`src/rtl/raycast_pkg.sv`:
```
`default_nettype none
// ============================================================================
// Module      : raycast_pkg
// Description : Shared types and constants for the raycaster player/map blocks:
//               FSM state encoding, heading quadrants, Q8.8 geometry constants.
// Revision    : 1.0 - initial release
// ============================================================================
package raycast_pkg;

  // Player controller FSM states
  typedef enum logic [1:0] {
    IDLE = 2'd0,
    TURN = 2'd1,
    CALC = 2'd2,
    REQ  = 2'd3
  } state_t;

  // Direction of travel, one per minimap heading quadrant
  typedef enum logic [1:0] {
    DIR_POS_X = 2'd0,
    DIR_POS_Y = 2'd1,
    DIR_NEG_X = 2'd2,
    DIR_NEG_Y = 2'd3
  } heading_t;

  localparam int ANGLE_W    = 9;
  localparam int ANGLE_MAX  = 360;
  localparam int QUAD_45    = 45;
  localparam int QUAD_135   = 135;
  localparam int QUAD_225   = 225;
  localparam int QUAD_315   = 315;

  localparam int Q_WIDTH    = 16;   // Q8.8 position width
  localparam int TILE_SHIFT = 8;    // integer tile index starts at bit 8
  localparam int MAP_DIM    = 16;   // map is MAP_DIM x MAP_DIM tiles

  // Map a heading in degrees to the quadrant direction of travel
  function automatic heading_t heading_of(input logic [ANGLE_W-1:0] angle);
    heading_t h;
    if (angle < ANGLE_W'(QUAD_45) || angle >= ANGLE_W'(QUAD_315)) h = DIR_POS_X;
    else if (angle < ANGLE_W'(QUAD_135))                          h = DIR_POS_Y;
    else if (angle < ANGLE_W'(QUAD_225))                          h = DIR_NEG_X;
    else                                                          h = DIR_NEG_Y;
    return h;
  endfunction

endpackage
`default_nettype wire

```
`src/rtl/angle_wrap_step.sv`:
```
`default_nettype none
// ============================================================================
// Module      : angle_wrap_step
// Description : Combinational +/- step on a 0-359 degree angle with modulo-360
//               wrap. Increment and decrement together cancel.
// Revision    : 1.0 - initial release
// ============================================================================
module angle_wrap_step
  import raycast_pkg::*;
(
  input  logic [ANGLE_W-1:0] angle_in,
  input  logic [ANGLE_W-1:0] step,
  input  logic               inc,
  input  logic               dec,
  output logic [ANGLE_W-1:0] angle_out
);

  logic [ANGLE_W:0] sum;

  // Wrapped step: add/subtract and fold back into 0..359
  always_comb begin
    sum       = {1'b0, angle_in} + {1'b0, step};
    angle_out = angle_in;
    if (inc && !dec) begin
      if (sum >= (ANGLE_W+1)'(ANGLE_MAX))
        angle_out = ANGLE_W'(sum - (ANGLE_W+1)'(ANGLE_MAX));
      else
        angle_out = sum[ANGLE_W-1:0];
    end else if (dec && !inc) begin
      if (angle_in < step)
        angle_out = ANGLE_W'({1'b0, angle_in} + (ANGLE_W+1)'(ANGLE_MAX) - {1'b0, step});
      else
        angle_out = angle_in - step;
    end
  end

endmodule
`default_nettype wire

```
`src/rtl/player_motion_ctrl.sv`:
```
`default_nettype none
// ============================================================================
// Module      : player_motion_ctrl
// Description : Per-frame player state controller. Applies turn/move buttons
//               on each frame tick and validates the move against the shared
//               world-map tile lookup via a request/grant port.
// Revision    : 1.0 - initial release
// ============================================================================
module player_motion_ctrl
  import raycast_pkg::*;
#(
  parameter logic [15:0] START_X     = 16'h0180,
  parameter logic [15:0] START_Y     = 16'h0180,
  parameter logic [8:0]  START_ANGLE = 9'd0,
  parameter logic [15:0] MOVE_STEP   = 16'h0010,
  parameter logic [15:0] RADIUS      = 16'h0040,
  parameter logic [8:0]  TURN_STEP   = 9'd3
) (
  input  logic        clk,
  input  logic        rst_n,
  input  logic        frame_tick,
  input  logic        btn_fwd,
  input  logic        btn_back,
  input  logic        btn_left,
  input  logic        btn_right,
  output logic        map_req,
  input  logic        map_gnt,
  output logic [3:0]  map_tile_x,
  output logic [3:0]  map_tile_y,
  input  logic        map_wall,
  output logic [15:0] playerX,
  output logic [15:0] playerY,
  output logic [8:0]  playerAngle,
  output logic        busy
);

  state_t      state;
  logic [3:0]  btn_q;       // {fwd, back, left, right} latched at the frame tick
  logic        axis_y_q;    // moving axis of the pending request
  logic [15:0] cand_q;      // candidate position waiting for the map verdict

  logic [8:0]  angle_next;

  heading_t          heading;
  logic              move_en;
  logic              move_y;
  logic              move_neg;
  logic [15:0]       pos_sel;
  logic [15:0]       cand;
  logic signed [16:0] probe;
  logic              probe_ok;

  angle_wrap_step u_turn (
    .angle_in  (playerAngle),
    .step      (TURN_STEP),
    .inc       (btn_q[0]),
    .dec       (btn_q[1]),
    .angle_out (angle_next)
  );

  // Candidate move and collision probe derived from the (already updated) angle
  always_comb begin
    heading  = heading_of(playerAngle);
    move_en  = btn_q[3] ^ btn_q[2];
    move_y   = (heading == DIR_POS_Y) || (heading == DIR_NEG_Y);
    // Backward travel inverts the quadrant sign; only meaningful when move_en
    move_neg = ((heading == DIR_NEG_X) || (heading == DIR_NEG_Y)) ^ btn_q[2];
    pos_sel  = move_y ? playerY : playerX;
    if (move_neg) begin
      cand  = pos_sel - MOVE_STEP;
      probe = $signed({1'b0, cand}) - $signed({1'b0, RADIUS});
    end else begin
      cand  = pos_sel + MOVE_STEP;
      probe = $signed({1'b0, cand}) + $signed({1'b0, RADIUS});
    end
    // In bounds: non-negative and below 16.0 tiles
    probe_ok = !probe[16] && (probe[15:12] == 4'd0);
  end

  // Frame FSM with all outputs registered
  always_ff @(posedge clk) begin
    if (!rst_n) begin
      state       <= IDLE;
      btn_q       <= 4'd0;
      axis_y_q    <= 1'b0;
      cand_q      <= 16'd0;
      map_req     <= 1'b0;
      map_tile_x  <= 4'd0;
      map_tile_y  <= 4'd0;
      playerX     <= START_X;
      playerY     <= START_Y;
      playerAngle <= START_ANGLE;
      busy        <= 1'b0;
    end else begin
      case (state)
        IDLE: begin
          if (frame_tick) begin
            btn_q <= {btn_fwd, btn_back, btn_left, btn_right};
            busy  <= 1'b1;
            state <= TURN;
          end
        end
        TURN: begin
          playerAngle <= angle_next;
          state       <= CALC;
        end
        CALC: begin
          if (move_en && probe_ok) begin
            cand_q     <= cand;
            axis_y_q   <= move_y;
            map_tile_x <= move_y ? playerX[11:8] : probe[11:8];
            map_tile_y <= move_y ? probe[11:8]   : playerY[11:8];
            map_req    <= 1'b1;
            state      <= REQ;
          end else begin
            busy  <= 1'b0;
            state <= IDLE;
          end
        end
        REQ: begin
          if (map_gnt) begin
            if (!map_wall) begin
              if (axis_y_q) playerY <= cand_q;
              else          playerX <= cand_q;
            end
            map_req <= 1'b0;
            busy    <= 1'b0;
            state   <= IDLE;
          end
        end
        default: state <= IDLE;
      endcase
    end
  end

endmodule
`default_nettype wire

```
`config.mk`:
```
export PLATFORM = sky130hd
export DESIGN_NAME = player_motion_ctrl
export DESIGN_NICKNAME = d
export VERILOG_FILES = /design/src/rtl/raycast_pkg.sv /design/src/rtl/angle_wrap_step.sv /design/src/rtl/player_motion_ctrl.sv
export SDC_FILE = /design/constraint.sdc
export NUM_CORES = 1
export LEC_CHECK = 0
export CORE_ASPECT_RATIO = 0.9
export CORE_MARGIN = 3
export CORE_UTILIZATION = 50
export CTS_CLUSTER_SIZE = 14
export DETAILED_ROUTE_END_ITERATION = 8
export GPL_TIMING_DRIVEN = 0
export PLACE_DENSITY_LB_ADDON = 0.2
export SYNTH_ARGS = -nofsm -noshare
export SYNTH_HDL_FRONTEND = slang
export SYNTH_HIERARCHICAL = 1
export SYNTH_SLANG_ARGS = --single-unit
```
`constraint.sdc`:
```
create_clock -name clk -period 4.1 [get_ports clk]
set_clock_uncertainty 0.1 [all_clocks]
set_input_delay 0.615 -clock clk [delete_from_list [all_inputs] [get_ports clk]]
set_output_delay 0.615 -clock clk [all_outputs]
set_load 0.02 [all_outputs]
```
==> flow_results.org <==
** Pwr
- Leakage Power :: roughly 0.0031 uW
- Power spread over the standard cell area amounts to between 300 and 400 nW/um^2.
- VDD sags by at most 0.279 mV.

** Floorplanning
- Starting Density :: about 53%
- # rows :: 38
- Die Footprint :: roughly 14000 sq um
- Top-Level Pins :: 60
- In this run the horizontal extent of the chip is between 100 and 150 microns.
- In this run the vertical extent of the chip is approximately 110 microns.
- The core region is ~12000 sq um.

** Final layout
- The number of antenna diodes in the final layout is 0.
- Leading cell types in the layout, fill and taps excluded :: sky130_fd_sc_hd__nand2_1, sky130_fd_sc_hd__a21oi_1, sky130_fd_sc_hd__dfxtp_1
- Leading cell type in the layout, fill and taps excluded :: sky130_fd_sc_hd__nand2_1
- Synth-to-layout area growth :: 35.9%
- Total Nets Final :: approximately 1100
- Fill cells :: just under 1000
- In the final layout, the share of cells above drive strength 1 is between 20% and 30%.

** Global route
- Pin count of the biggest net entering global routing :: 14
- Global-route wire length before repair :: between 30000 and 40000 microns
- Total global routing overflow :: 0
- Number of antenna violations at the first check in global routing :: 0
- The via count of the first global-routing pass came to 6804.
- Global routing used a little under a third of the available tracks.

** Critical path
- Worst r2r path cells :: 19
- The worst setup path is launched from a flip-flop.
- The critical path starts at playerAngle[5].
- Crit path kind :: flip-flop to flip-flop
- At the worst endpoint, the required time is between 4000 and 5000 ps.
- STA puts the critical path data arrival time at ~4300 ps.
- The worst register-to-register path begins at playerAngle[5].
- Among all stages on the critical path, the largest delay is contributed by sky130_fd_sc_hd__or4_4.
- Chain of cells forming the critical path :: or4_4 > o21ai_4 > buf_6 > nor3_4 > nor2_4 > nand2_2 > nand2_4 > inv_2 > ha_4 > buf_8 > o211ai_1 > a32oi_1 > nor4_2 > o22ai_2 > o311a_4 > o21ai_4 > nor2_4 > buf_8 > a311oi_2
- Of all nets on the critical path, the largest fanout is 8.
- Kind of capture point of the worst setup path :: flip-flop
- For this run, the slowest stage of the critical path takes around 540 ps.

** STA
- Hold is met by 364 ps.
- Worst slew pin tran :: a little over 900 ps
- The routed design could run at a clock period as short as 4140 ps.
- Final Cycle Share :: 101%
- Rel. slew slack :: 37.2%
- Total negative setup slack :: -247 ps
- Final Hold Violating Endpoints :: 0
- Achievable frequency :: between 200 and 250 MHz
- Fin worst setup slack :: -44.6 ps
- Setup-failing EPs final :: 9
- Setup repair after global routing could not meet its margin everywhere.
- The number of pins exceeding their max-slew limit in the final report is 0.

** Detailed routing
- Final WL :: ~24000 microns
- Routed Antenna Nets :: 0
- In the routed layout, each cell is associated on average with a via count of between 6 and 7.
- After detailed routing, the average wire length per cell comes to about 20 microns.
- The first detailed-routing pass took 6 iterations.
- Number of DRC markers after the initial detailed-route iteration :: between 1000 and 1500
- Detailed routing inserted a total of approximately 7500 vias.
- For this run, design rule violations remaining after detail routing come to 0.

** Clock tree
- TritonCTS built the clock tree.
- # H-tree levels :: 3
- Hold-fix buffers, CTS :: 0
- Clock Pin Slew Worst Setup and Hold Paths :: about 70 ps
- The clock net in this run drives a total of 74 sinks.
- The later pin in the worst-skew pair is clocked with a latency of ~360 ps.
- The number of clock buffers added by TritonCTS is 9.
- Clock Root Buffer :: sky130_fd_sc_hd__clkbuf_16
- Number of buffers on the longest clock path :: 2

** Synthesis
- Among all flip-flop cells after synthesis, the most frequent one is sky130_fd_sc_hd__dfxtp_1.
- Flop and latch count out of synthesis :: 74
- Dividing the synthesized area by the synthesized cell count gives about 7.5 sq um.
- In the synthesized netlist, the number of instances is approximately 870.
- Yosys printed 6 warnings.
- Post-synthesis sequential area ratio :: between 20% and 30%
- In the synthesized netlist the async set-or-reset flop fraction comes to 0%.
- The synthesized design contains 0 enable-type register cells.
- Library cells used by synthesis :: 82
- The synthesized netlist occupies a cell area of between 6000 and 7000 sq um.

** Run status
- The flow ran to the end, but the final reports show violations.
- Violations in the final reports :: setup timing

** Min path
- The worst hold path begins at cand_q[15].
- Hold/Removal Path Class :: flip-flop to flip-flop
- Min-Delay Path Depth :: 2

** Placement
- Final Wtd Congestion :: a little under 1
- Worst slack, placed :: -956 ps
- HPWL after DPL :: ~16000 microns
- Input and output buffers added on the ports amount to slightly below 60.

** Run
- Across the run, the number of max-cap violations was 0.
==> cells in the mapped netlist, types with 5 or more instances <==
cell type	instances	share of area (%)
sky130_fd_sc_hd__dfxtp_1	74	23
sky130_fd_sc_hd__inv_1	38	2.2
sky130_fd_sc_hd__fa_1	7	2.1
sky130_fd_sc_hd__nor2_1	58	3.3
sky130_fd_sc_hd__buf_2	8	0.61
sky130_fd_sc_hd__nand2_1	119	6.8
sky130_fd_sc_hd__o22ai_1	10	0.96
sky130_fd_sc_hd__a311oi_1	13	1.7
sky130_fd_sc_hd__o211ai_1	8	0.92
sky130_fd_sc_hd__o21a_1	8	0.92
sky130_fd_sc_hd__nand2b_1	18	1.7
sky130_fd_sc_hd__mux2i_1	18	2.8
sky130_fd_sc_hd__nor3_1	32	2.5
sky130_fd_sc_hd__o31ai_1	5	0.58
sky130_fd_sc_hd__nor2b_1	13	1.2
sky130_fd_sc_hd__or3_1	9	0.86
sky130_fd_sc_hd__a31oi_1	5	0.48
sky130_fd_sc_hd__o2111ai_1	7	0.94
sky130_fd_sc_hd__nand3_1	30	2.3
sky130_fd_sc_hd__nor4_1	12	1.2
sky130_fd_sc_hd__a211oi_1	10	1.2
sky130_fd_sc_hd__xnor2_1	34	4.6
sky130_fd_sc_hd__nand4_1	11	1.1
sky130_fd_sc_hd__clkbuf_1	45	2.6
sky130_fd_sc_hd__ha_1	35	6.7
sky130_fd_sc_hd__and3_1	9	0.86
sky130_fd_sc_hd__a21oi_1	87	6.7
sky130_fd_sc_hd__or2_2	8	0.77
sky130_fd_sc_hd__a211o_1	6	0.81
sky130_fd_sc_hd__o21ai_0	37	2.8
sky130_fd_sc_hd__xor2_1	9	1.2
==> sequential cells by signal, summed over array words and instances (netlist names) <==
register and flops:
cand_q 16, playerX 16, playerY 16, playerAngle 9, btn_q 4, map_tile_x 4, map_tile_y 4, state 2
axis_y_q 1, busy 1, map_req 1
==> logic make-up (layout without fill, tap and decap cells) <==
family / count (synthesis) / in the layout / share of synthesized area (%)
buffers and inverters: 101 / 230 / 6.48
and+or+nand+nor: 346 / 346 / 26.1
AOI/OAI and AO/OA: 243 / 243 / 25.9
DFF: 74 / 74 / 22.7
adders and majority gates: 42 / 42 / 8.86
muxes: 22 / 22 / 3.80
xor gates and xnor gates: 44 / 44 / 6.02
other: 2 / 25 / 0.115
==> area by class of cell <==
cell class / instances / area (sq um) / share of cell area (%)
buffer: 56 / 347 / 3.91
clock buffer: 10 / 229 / 2.58
clock inverter: 6 / 90.1 / 1.02
inverter: 40 / 150 / 1.69
multi-input combinational: 722 / 5230 / 59.0
sequential: 74 / 1510 / 17.1
tap: 160 / 200 / 2.26
timing repair buffer: 118 / 1100 / 12.5
==> worst max-delay path, delay by kind of cell, from the launching register on <==
kind	cells	cell delay (ps)
compound gates	7	1450
fa+ha+maj	1	210
buf+inv	4	500
flops	1	350
simple gates	7	1450
==> routing by layer <==
layer | track usage, % | share of wire (%)
met1 | 46.8 | 43
met2 | 42.8 | 40
met3 | 9.70 | 13
met4 | 9.15 | 3.4
met5 | 0 | 0
==> what timing repair did <==
action                                  in CTS  in global routing
setup buffers                               40                 17
endpoints found under the setup margin      29                 29
pin swaps                                   25                 43
hold endpoints to repair                     0                  0
gates resized for setup                     67                 71
gates cloned                                 3                  0
==> through the flow <==
| stage | instance area [sq um] | std cells | util (%) | total power, uW |
|---|---|---|---|---|
| 2_1_floorplan | 6750 | 897 | - | 1390 |
| 3_3_place_gp | 7540 | 1116 | 60.8 | 1590 |
| 3_5_place_dp | 7540 | 1116 | 60.8 | 1590 |
| 4_1_cts | 8490 | 1173 | 68.4 | 2550 |
| 5_1_grt | 8860 | 1186 | 71.4 | 2760 |
| 6_report | 8860 | 1186 | 71.4 | 2670 |
==> where the power goes <==
part	switching [uW]	internal [uW]
clock network	346	536
logic	591	414
registers	41.5	746
total	978	1700
==> final timing paths <==
path / end / slack, ps
worst max-delay path: cand_q[10] / -40
worst min-delay path: playerY[15] / 360
worst max register to register: cand_q[10] / -40
worst min register to register: playerY[15] / 360
Note: power is estimated with default switching activity, not from simulation.
